$ cat src/rtl/counter_sched.sv
// Sequencing controller for the loadable up-counter: load start, count to end, one-shot or periodic.
// ctr_* outputs are decoded from state, shadows and ctr_cnt_out; done/wraps are registered.
module counter_sched #(
  parameter int WIDTH = 5
) (
  input  logic             clk,
  input  logic             rst,
  input  logic             start,
  input  logic             stop,
  input  logic             pause,
  input  logic             periodic,
  input  logic [WIDTH-1:0] start_val,
  input  logic [WIDTH-1:0] end_val,
  output logic             ctr_rst,
  output logic             ctr_load,
  output logic             ctr_enab,
  output logic [WIDTH-1:0] ctr_cnt_in,
  input  logic [WIDTH-1:0] ctr_cnt_out,
  output logic             busy,
  output logic             done,
  output logic [7:0]       wraps
);

  typedef enum logic [2:0] {
    S_CLEAR,
    S_IDLE,
    S_LOAD,
    S_RUN,
    S_HOLD
  } state_t;

  state_t           state_q;
  logic [WIDTH-1:0] start_q;
  logic [WIDTH-1:0] end_q;
  logic             per_q;
  logic             done_q;
  logic [7:0]       wraps_q;
  logic [7:0]       wraps_d;
  logic             terminal;

  assign terminal = (ctr_cnt_out == end_q);
  assign wraps_d  = (wraps_q == 8'hFF) ? 8'hFF : wraps_q + 8'd1;

  always_ff @(posedge clk or negedge rst) begin
    if (!rst) begin
      state_q <= S_CLEAR;
      start_q <= '0;
      end_q   <= '0;
      per_q   <= 1'b0;
      done_q  <= 1'b0;
      wraps_q <= 8'h00;
    end else begin
      done_q <= 1'b0;
      case (state_q)
        S_CLEAR: state_q <= S_IDLE;
        S_IDLE: begin
          if (start) begin
            start_q <= start_val;
            end_q   <= end_val;
            per_q   <= periodic;
            wraps_q <= 8'h00;
            state_q <= S_LOAD;
          end
        end
        S_LOAD: state_q <= stop ? S_CLEAR : S_RUN;
        S_RUN: begin
          // The counter is enabled this cycle when not terminal, so the pause edge still increments.
          if (stop) begin
            state_q <= S_CLEAR;
          end else if (terminal) begin
            done_q  <= 1'b1;
            wraps_q <= wraps_d;
            state_q <= per_q ? S_LOAD : S_IDLE;
          end else if (pause) begin
            state_q <= S_HOLD;
          end
        end
        S_HOLD: begin
          if (stop) begin
            state_q <= S_CLEAR;
          end else if (!pause) begin
            state_q <= S_RUN;
          end
        end
        default: state_q <= S_CLEAR;
      endcase
    end
  end

  assign ctr_rst    = (state_q == S_CLEAR);
  assign ctr_load   = (state_q == S_LOAD);
  assign ctr_enab   = (state_q == S_RUN) && !terminal;
  assign ctr_cnt_in = (state_q == S_LOAD) ? start_q : '0;
  assign busy       = (state_q == S_LOAD) || (state_q == S_RUN) || (state_q == S_HOLD);
  assign done       = done_q;
  assign wraps      = wraps_q;

endmodule

$ cat config.mk
export PLATFORM = sky130hd
export DESIGN_NAME = counter_sched
export DESIGN_NICKNAME = d
export VERILOG_FILES = /design/src/rtl/counter_sched.sv
export SDC_FILE = /design/constraint.sdc
export NUM_CORES = 1
export LEC_CHECK = 0
export ABC_CLOCK_PERIOD_IN_PS = 1450
export CAP_MARGIN = 20
export CORE_MARGIN = 1
export CORE_UTILIZATION = 40
export DETAILED_ROUTE_END_ITERATION = 10
export GPL_TIMING_DRIVEN = 0
export PLACE_DENSITY = 0.72
export SLEW_MARGIN = 20
export SYNTH_ARGS = -nofsm -noshare
export SYNTH_HDL_FRONTEND = slang
export SYNTH_SLANG_ARGS = --single-unit
$ cat constraint.sdc
create_clock -name clk -period 1.45 [get_ports clk]
set_input_delay 0.2175 -clock clk [delete_from_list [all_inputs] [get_ports clk]]
set_output_delay 0.2175 -clock clk [all_outputs]
set_load 0.02 [all_outputs]
==> flow_metrics.env, run 1 <==
export IMPL_synth_edf_count=0
export IMPL_layout_drive_gt1_share_pct=39.7
export IMPL_drv_slew=0
export IMPL_drc=0
export IMPL_fin_crit_sh_pct=115
export IMPL_ys_ff_latch=23
export IMPL_worst_ep_required_time_ns=1.23
export IMPL_fin_cells=263
export IMPL_first_global_vias=1303
export IMPL_grt_max_degree=24
export IMPL_drt_iter0_drc=63
export IMPL_vias_per_cell=5.34
export IMPL_p_int_mw=2.18
export IMPL_setup_viol=19
export IMPL_worstPathArrival_ns=1.45
export IMPL_ys_seq_area_share_pct=43.0
export IMPL_critPathCaptureType="output port"
export IMPL_async_reset_ff_share_pct=100
export IMPL_io_pin_count=39
export IMPL_cts_tree="built"
export IMPL_p_clk_share_pct=8.3
export IMPL_status="finished, violations left"
export IMPL_synth_nets=175
export IMPL_dpl_cell_count=235
export IMPL_rsz0062_at_grt="yes"
export IMPL_synth_area_mm2=0.00134
export IMPL_relSlewSlack_pct=64.8
export IMPL_dr_pass1_iters=4
export IMPL_clk_latency_ns=0.31
export IMPL_synthToLayoutAreaGrowth_pct=67.5
export IMPL_critPathMaxFanout=6
export IMPL_clk_pin_slew_ns=0.14
export IMPL_wl_per_cell_um=15.6
export IMPL_crit_type="flop to output port"
export IMPL_ys_warn_count=0
export IMPL_antenna_cells=0
export IMPL_dieHeight_um=59.8
export IMPL_vias=1404
export IMPL_fmax_mhz=598
export IMPL_rows=20
export IMPL_hp_class="input port to asynchronous set/reset pin"
export IMPL_wirelength_um=4100
export IMPL_root_buffer="clkbuf_4"
export IMPL_final_core_util_pct=72.2
export IMPL_pwr_share_seq_pct=27.4
export IMPL_core_area_mm2=0.00310
export IMPL_slowest_stage="dfrtp_1"
export IMPL_period_minus_slack_ns=1.67
export IMPL_antenna_found_initial=0
export IMPL_synthDistinctLibCells=42
export IMPL_power_leakage_nw=1.07
export IMPL_clock_sinks=23
export IMPL_finalHoldViolations=0
export IMPL_grt_usage_pct=22.0
export IMPL_violations="negative setup slack"
export IMPL_start_util_pct=43.1
export IMPL_fin_ws_ns=-0.221
export IMPL_tritoncts_num_buffers=3
export IMPL_ys_flop_type="dfrtp_1"
export IMPL_p_sw_mw=1.48
export IMPL_netSwitchingFraction_pct=40.3
export IMPL_nNetsFinal=242
export IMPL_fp_dieArea_mm2=0.00358
export IMPL_gp_congestion=0.821
export IMPL_h_tree_depth=1
export IMPL_startpoint_type="flop"
export IMPL_die_w_um=59.8
export IMPL_dp_hpwl_um=2440
export IMPL_cap_viol_max_count=0
export IMPL_ant_nets=0
export IMPL_port_buffers=38
export IMPL_vdd_drop_max_mv=0.805
export IMPL_power_density_mw_per_mm2=1630
export IMPL_crit_chain="buf_6 -> nor2b_4 -> nor2b_4 -> and2_4 -> buf_6"
export IMPL_tightest_slew_ns=0.529
export IMPL_gr_total_overflow=0
export IMPL_synthCells=153
export IMPL_clockBufferDepth=2
export IMPL_grt_pass1_wl_um=5890
export IMPL_finalClockSkew_ns=0.0106
export IMPL_comb_power_share_pct=64.2
export IMPL_max_stage_delay_ns=0.39
export IMPL_avgSynthCellArea_um2=8.74
## power groups by stage
stage	combinational (mW)	clock (mW)	sequential (mW)
global route	2.52	0.342	1.02
CTS	1.90	0.311	0.968
floorplan	0.958	0	0.955
global placement	1.39	0	0.965
detailed placement	1.41	0	0.977
finish	2.35	0.305	1.00
## through the flow
stage / power, mW / hold slack (ns) / cell area, um^2 / setup slack [ns] / TNS [ns]
after floorplan: 1.91 / -0.0781 / 1350 / 0.000889 / 0
after global placement: 2.35 / 0.451 / 1780 / -0.638 / -11.94
after detailed placement: 2.39 / 0.459 / 1780 / -0.637 / -13.22
after CTS: 3.17 / 0.412 / 2030 / -0.198 / -1.57
after global routing: 3.88 / 0.416 / 2240 / -0.284 / -3.40
final: 3.66 / 0.400 / 2240 / -0.221 / -2.28
## final cells by class
type / count / area, um^2
fillers: 252 / 862
well taps: 44 / 55.1
repair buffers: 64 / 593
plain buffers: 6 / 70.1
clock buffers: 4 / 26.3
multi-input cells: 118 / 902
inverters: 4 / 17.5
flip-flops and latches: 23 / 577
## worst max-delay path: cells and delay by family, from the launching register on
family	cells	cell delay, ns
and+or+nand+nor	3	0.56
DFF	1	0.39
buffers and inverters	2	0.21
## cell usage after synthesis (2+ instances only)
| cell type | count | share of area (%) |
|---|---|---|
| nand2_1 | 39 | 11 |
| dfrtp_1 | 23 | 43 |
| and2_1 | 10 | 4.7 |
| a21oi_1 | 6 | 2.2 |
| a31oi_1 | 5 | 2.3 |
| and3_1 | 5 | 2.3 |
| xnor2_1 | 5 | 3.3 |
| clkbuf_1 | 4 | 1.1 |
| nor2b_1 | 4 | 1.9 |
| o21ai_0 | 4 | 1.5 |
| a311oi_1 | 3 | 2.0 |
| inv_1 | 3 | 0.84 |
| nand3_1 | 3 | 1.1 |
| nand4_1 | 3 | 1.4 |
| nor2_1 | 3 | 0.84 |
| nor3b_1 | 3 | 1.7 |
| a21o_1 | 2 | 1.1 |
| and4_1 | 2 | 1.3 |
| buf_2 | 2 | 0.75 |
| nor3_1 | 2 | 0.75 |
## cell families (layout without fill, tap and decap cells)
logic type / count (synthesis) / after routing / synth area share, %
compound gates: 30 / 30 / 15.4
buf+inv: 12 / 78 / 4.40
simple gates: 81 / 81 / 32.2
flops: 23 / 23 / 43.0
fa+ha+maj: 2 / 2 / 1.68
xor+xnor: 5 / 5 / 3.27
## cell usage in the layout (no fill, tap or decap), types with 3 or more instances in the layout
cell type and n:
nand2_1 38, inv_1 3, dfrtp_1 22, nand3_2 3, and2_1 4, and3_1 3
a21oi_1 4, buf_6 14, xnor2_2 5, dlygate4sd2_1 9, a31oi_1 4, clkbuf_4 4
o21ai_0 3, buf_4 22, and2_4 6, clkdlybuf4s50_1 19, nand4_1 3
## per-layer routing
metal | vias to the layer above | share of wire (%) | GRT usage [%]
met5 | - | 0 | 0
met3 | 8 | 4.7 | 3.03
met4 | 0 | 1.5 | 6.31
met2 | 44 | 53 | 37.8
met1 | 681 | 40 | 28.8
li1 | 671 | - | -
## state kept, by name, summed over array words and instances, names as in the netlist
signal   count
wraps        8
end_q        5
start_q      5
state_q      3
done         1
per_q        1
## what timing repair did
| action | CTS | global route |
|---|---|---|
| pin swaps | 20 | 21 |
| setup buffers | 14 | 13 |
| endpoints found under the setup margin | 38 | 30 |
| resized for setup | 99 | 31 |
| hold buffers | 0 | 1 |
| endpoints found under the hold margin | 0 | 23 |
## path summary, 6_finish.rpt
check | startpoint | endpoint | slack [ns] | cells after the start
max | state_q[1]$_DFFE_PN0P_ | ctr_cnt_in[1] | -0.22 | 5
min | rst | wraps[2]$_DFFE_PN0P_ | 0.40 | 2
max reg2reg | state_q[0]$_DFFE_PN0P_ | state_q[2]$_DFFE_PN0P_ | -0.14 | 7
min reg2reg | start_q[3]$_DFFE_PN0P_ | start_q[3]$_DFFE_PN0P_ | 0.50 | 2
max in group asynchronous | rst | state_q[2]$_DFFE_PN0P_ | 0.66 | 2
min in group clk | end_val[0] | end_q[0]$_DFFE_PN0P_ | 0.42 | 3
Note: power is estimated with default switching activity, not from simulation.
==> run 2: changes to the inputs <==
TNS_END_PERCENT = 50   (was unset)
==> run 2 against run 1 <==
Clock power about the same. Die area unchanged. First-iteration DRC count down 1.6%. Worst hold slack got worse by 0.0018 ns. The flow still finishes with violations (negative setup slack). Utilization shrank 2.0 points. Clock skew down 0.0054 ns. Critical path type unchanged. Combinational power is 8% lower.
==> flow_metrics.env, run 2 (synthesis results as in run 1) <==
export IMPL_status="finished, violations left"
export IMPL_violations="negative setup slack"
export IMPL_tightest_slew_ns=0.537
export IMPL_drv_slew=0
export IMPL_max_stage_delay_ns=0.39
export IMPL_vias_per_cell=5.39
export IMPL_port_buffers=38
export IMPL_root_buffer="clkbuf_4"
export IMPL_design_area_mm2=0.00218
export IMPL_first_global_vias=1301
export IMPL_power_density_mw_per_mm2=1590
export IMPL_worstRegToRegCells=5
export IMPL_dr_pass1_iters=4
export IMPL_wl_per_cell_um=15.1
export IMPL_dp_hpwl_um=2440
export IMPL_startpoint_type="flop"
export IMPL_dieHeight_um=59.8
export IMPL_tritoncts_num_buffers=3
export IMPL_hp_class="input port to asynchronous set/reset pin"
export IMPL_drc=0
export IMPL_io_pin_count=39
export IMPL_clk_latency_ns=0.32
export IMPL_layout_commonest_cell="nand2_1"
export IMPL_antenna_found_initial=0
export IMPL_cts_tree="built"
export IMPL_reg2reg_slack_ns=-0.11
export IMPL_clk_pin_slew_ns=0.13
export IMPL_setup_viol=18
export IMPL_antenna_cells=0
export IMPL_period_minus_slack_ns=1.67
export IMPL_finalHoldViolations=0
export IMPL_largest_register_ffs=8
export IMPL_critPathCaptureType="output port"
export IMPL_power_leakage_nw=1.04
export IMPL_rr_startpoint="state_q[2]$_DFFE_PN0P_"
export IMPL_cap_viol_max_count=0
export IMPL_fin_crit_sh_pct=115
export IMPL_layout_drive_gt1_share_pct=38.3
export IMPL_worst_ep_required_time_ns=1.23
export IMPL_nNetsFinal=237
export IMPL_fin_ws_ns=-0.221
export IMPL_die_w_um=59.8
export IMPL_report_power_total_mw=3.46
export IMPL_gp_congestion=0.821
export IMPL_crit_type="flop to output port"
export IMPL_grt_max_degree=24
export IMPL_fp_dieArea_mm2=0.00358
export IMPL_worstPathArrival_ns=1.45
export IMPL_start_util_pct=43.1
export IMPL_slowest_stage="dfrtp_1"
export IMPL_dpl_cell_area_mm2=0.00178
export IMPL_h_tree_depth=1
export IMPL_crit_chain="buf_6 -> nor2b_4 -> nor2b_4 -> and2_4 -> buf_6"
export IMPL_vdd_drop_max_mv=0.809
export IMPL_critPathMaxFanout=6
export IMPL_core_area_mm2=0.00310
export IMPL_layout_common_cells="nand2_1 (37), dfrtp_1 (21), buf_4 (19)"
export IMPL_grt_pass1_wl_um=5860
export IMPL_relSlewSlack_pct=64.2
export IMPL_gr_total_overflow=0
export IMPL_drt_iter0_drc=62
export IMPL_clockBufferDepth=2
export IMPL_rows=20
export IMPL_critical_path_reg2reg_endpoint="wraps[7]$_DFFE_PN0P_"
export IMPL_synthToLayoutAreaGrowth_pct=63.0
export IMPL_rsz0062_at_grt="yes"
export IMPL_ant_nets=0
export IMPL_wirelength_um=3900
export IMPL_fmax_mhz=598
export IMPL_grt_usage_pct=21.8
export IMPL_vias=1390
export IMPL_finalClockSkew_ns=0.00517
export IMPL_clock_sinks=23
-- run 2: repair_timing --
item	in CTS	in global routing
buffers inserted	11	11
pin swaps	13	22
hold endpoints to repair	0	23
endpoints found under the setup margin	38	30
hold buffers	0	1
resized for setup	93	39
-- run 2: worst max path at each step --
stage          depth (start not counted)            end  slack, ns              startpoint
3_3_place_gp                           6       ctr_enab      -0.64          ctr_cnt_out[3]
3_5_place_dp                           6       ctr_enab      -0.64          ctr_cnt_out[3]
4_1_cts                                5  ctr_cnt_in[2]      -0.20  state_q[1]$_DFFE_PN0P_
6_report                               5  ctr_cnt_in[2]      -0.22  state_q[1]$_DFFE_PN0P_
5_1_grt                                5  ctr_cnt_in[2]      -0.28  state_q[1]$_DFFE_PN0P_
2_1_floorplan                          4  ctr_cnt_in[0]     0.0009  state_q[1]$_DFFE_PN0P_
-- run 2: area by class of cell --
class                   instances  area (um^2)
plain buffers                   6         67.6
repair buffers                 59          542
well taps                      44         55.1
clock buffers                   4         26.3
fillers                       255          923
multi-input cells             118          893
inverters                       4         17.5
flip-flops and latches         23          578
-- run 2: power breakdown --
part | internal [mW] | total (mW) | switching, mW
registers | 0.836 | 0.997 | 0.161
logic | 1.11 | 2.16 | 1.05
clock network | 0.108 | 0.305 | 0.198
-- run 2: through the flow --
stage	hold WS [ns]	std cells	setup WS, ns	util, %	setup TNS (ns)
global route	0.418	258	-0.283	70.2	-4.34
finish	0.398	258	-0.221	70.2	-2.24
detailed placement	0.459	235	-0.637	57.4	-13.22
floorplan	-0.0781	153	0.000889	-	0
CTS	0.412	250	-0.198	64.2	-1.74
global placement	0.451	235	-0.638	57.4	-11.94
-- run 2: routing by layer --
metal	track usage (%)	wire [um]	vias up
met3	3.25	144	6
met2	37.3	2010	44
li1	-	-	666
met5	0	0	-
met1	28.1	1690	674
met4	6.98	48	0
-- run 2: worst max-delay path: cells and delay by family (launching register included) --
kind | cells | cell delay [ns]
AND/OR/NAND/NOR | 3 | 0.54
flip-flops | 1 | 0.39
buffers and inverters | 2 | 0.21
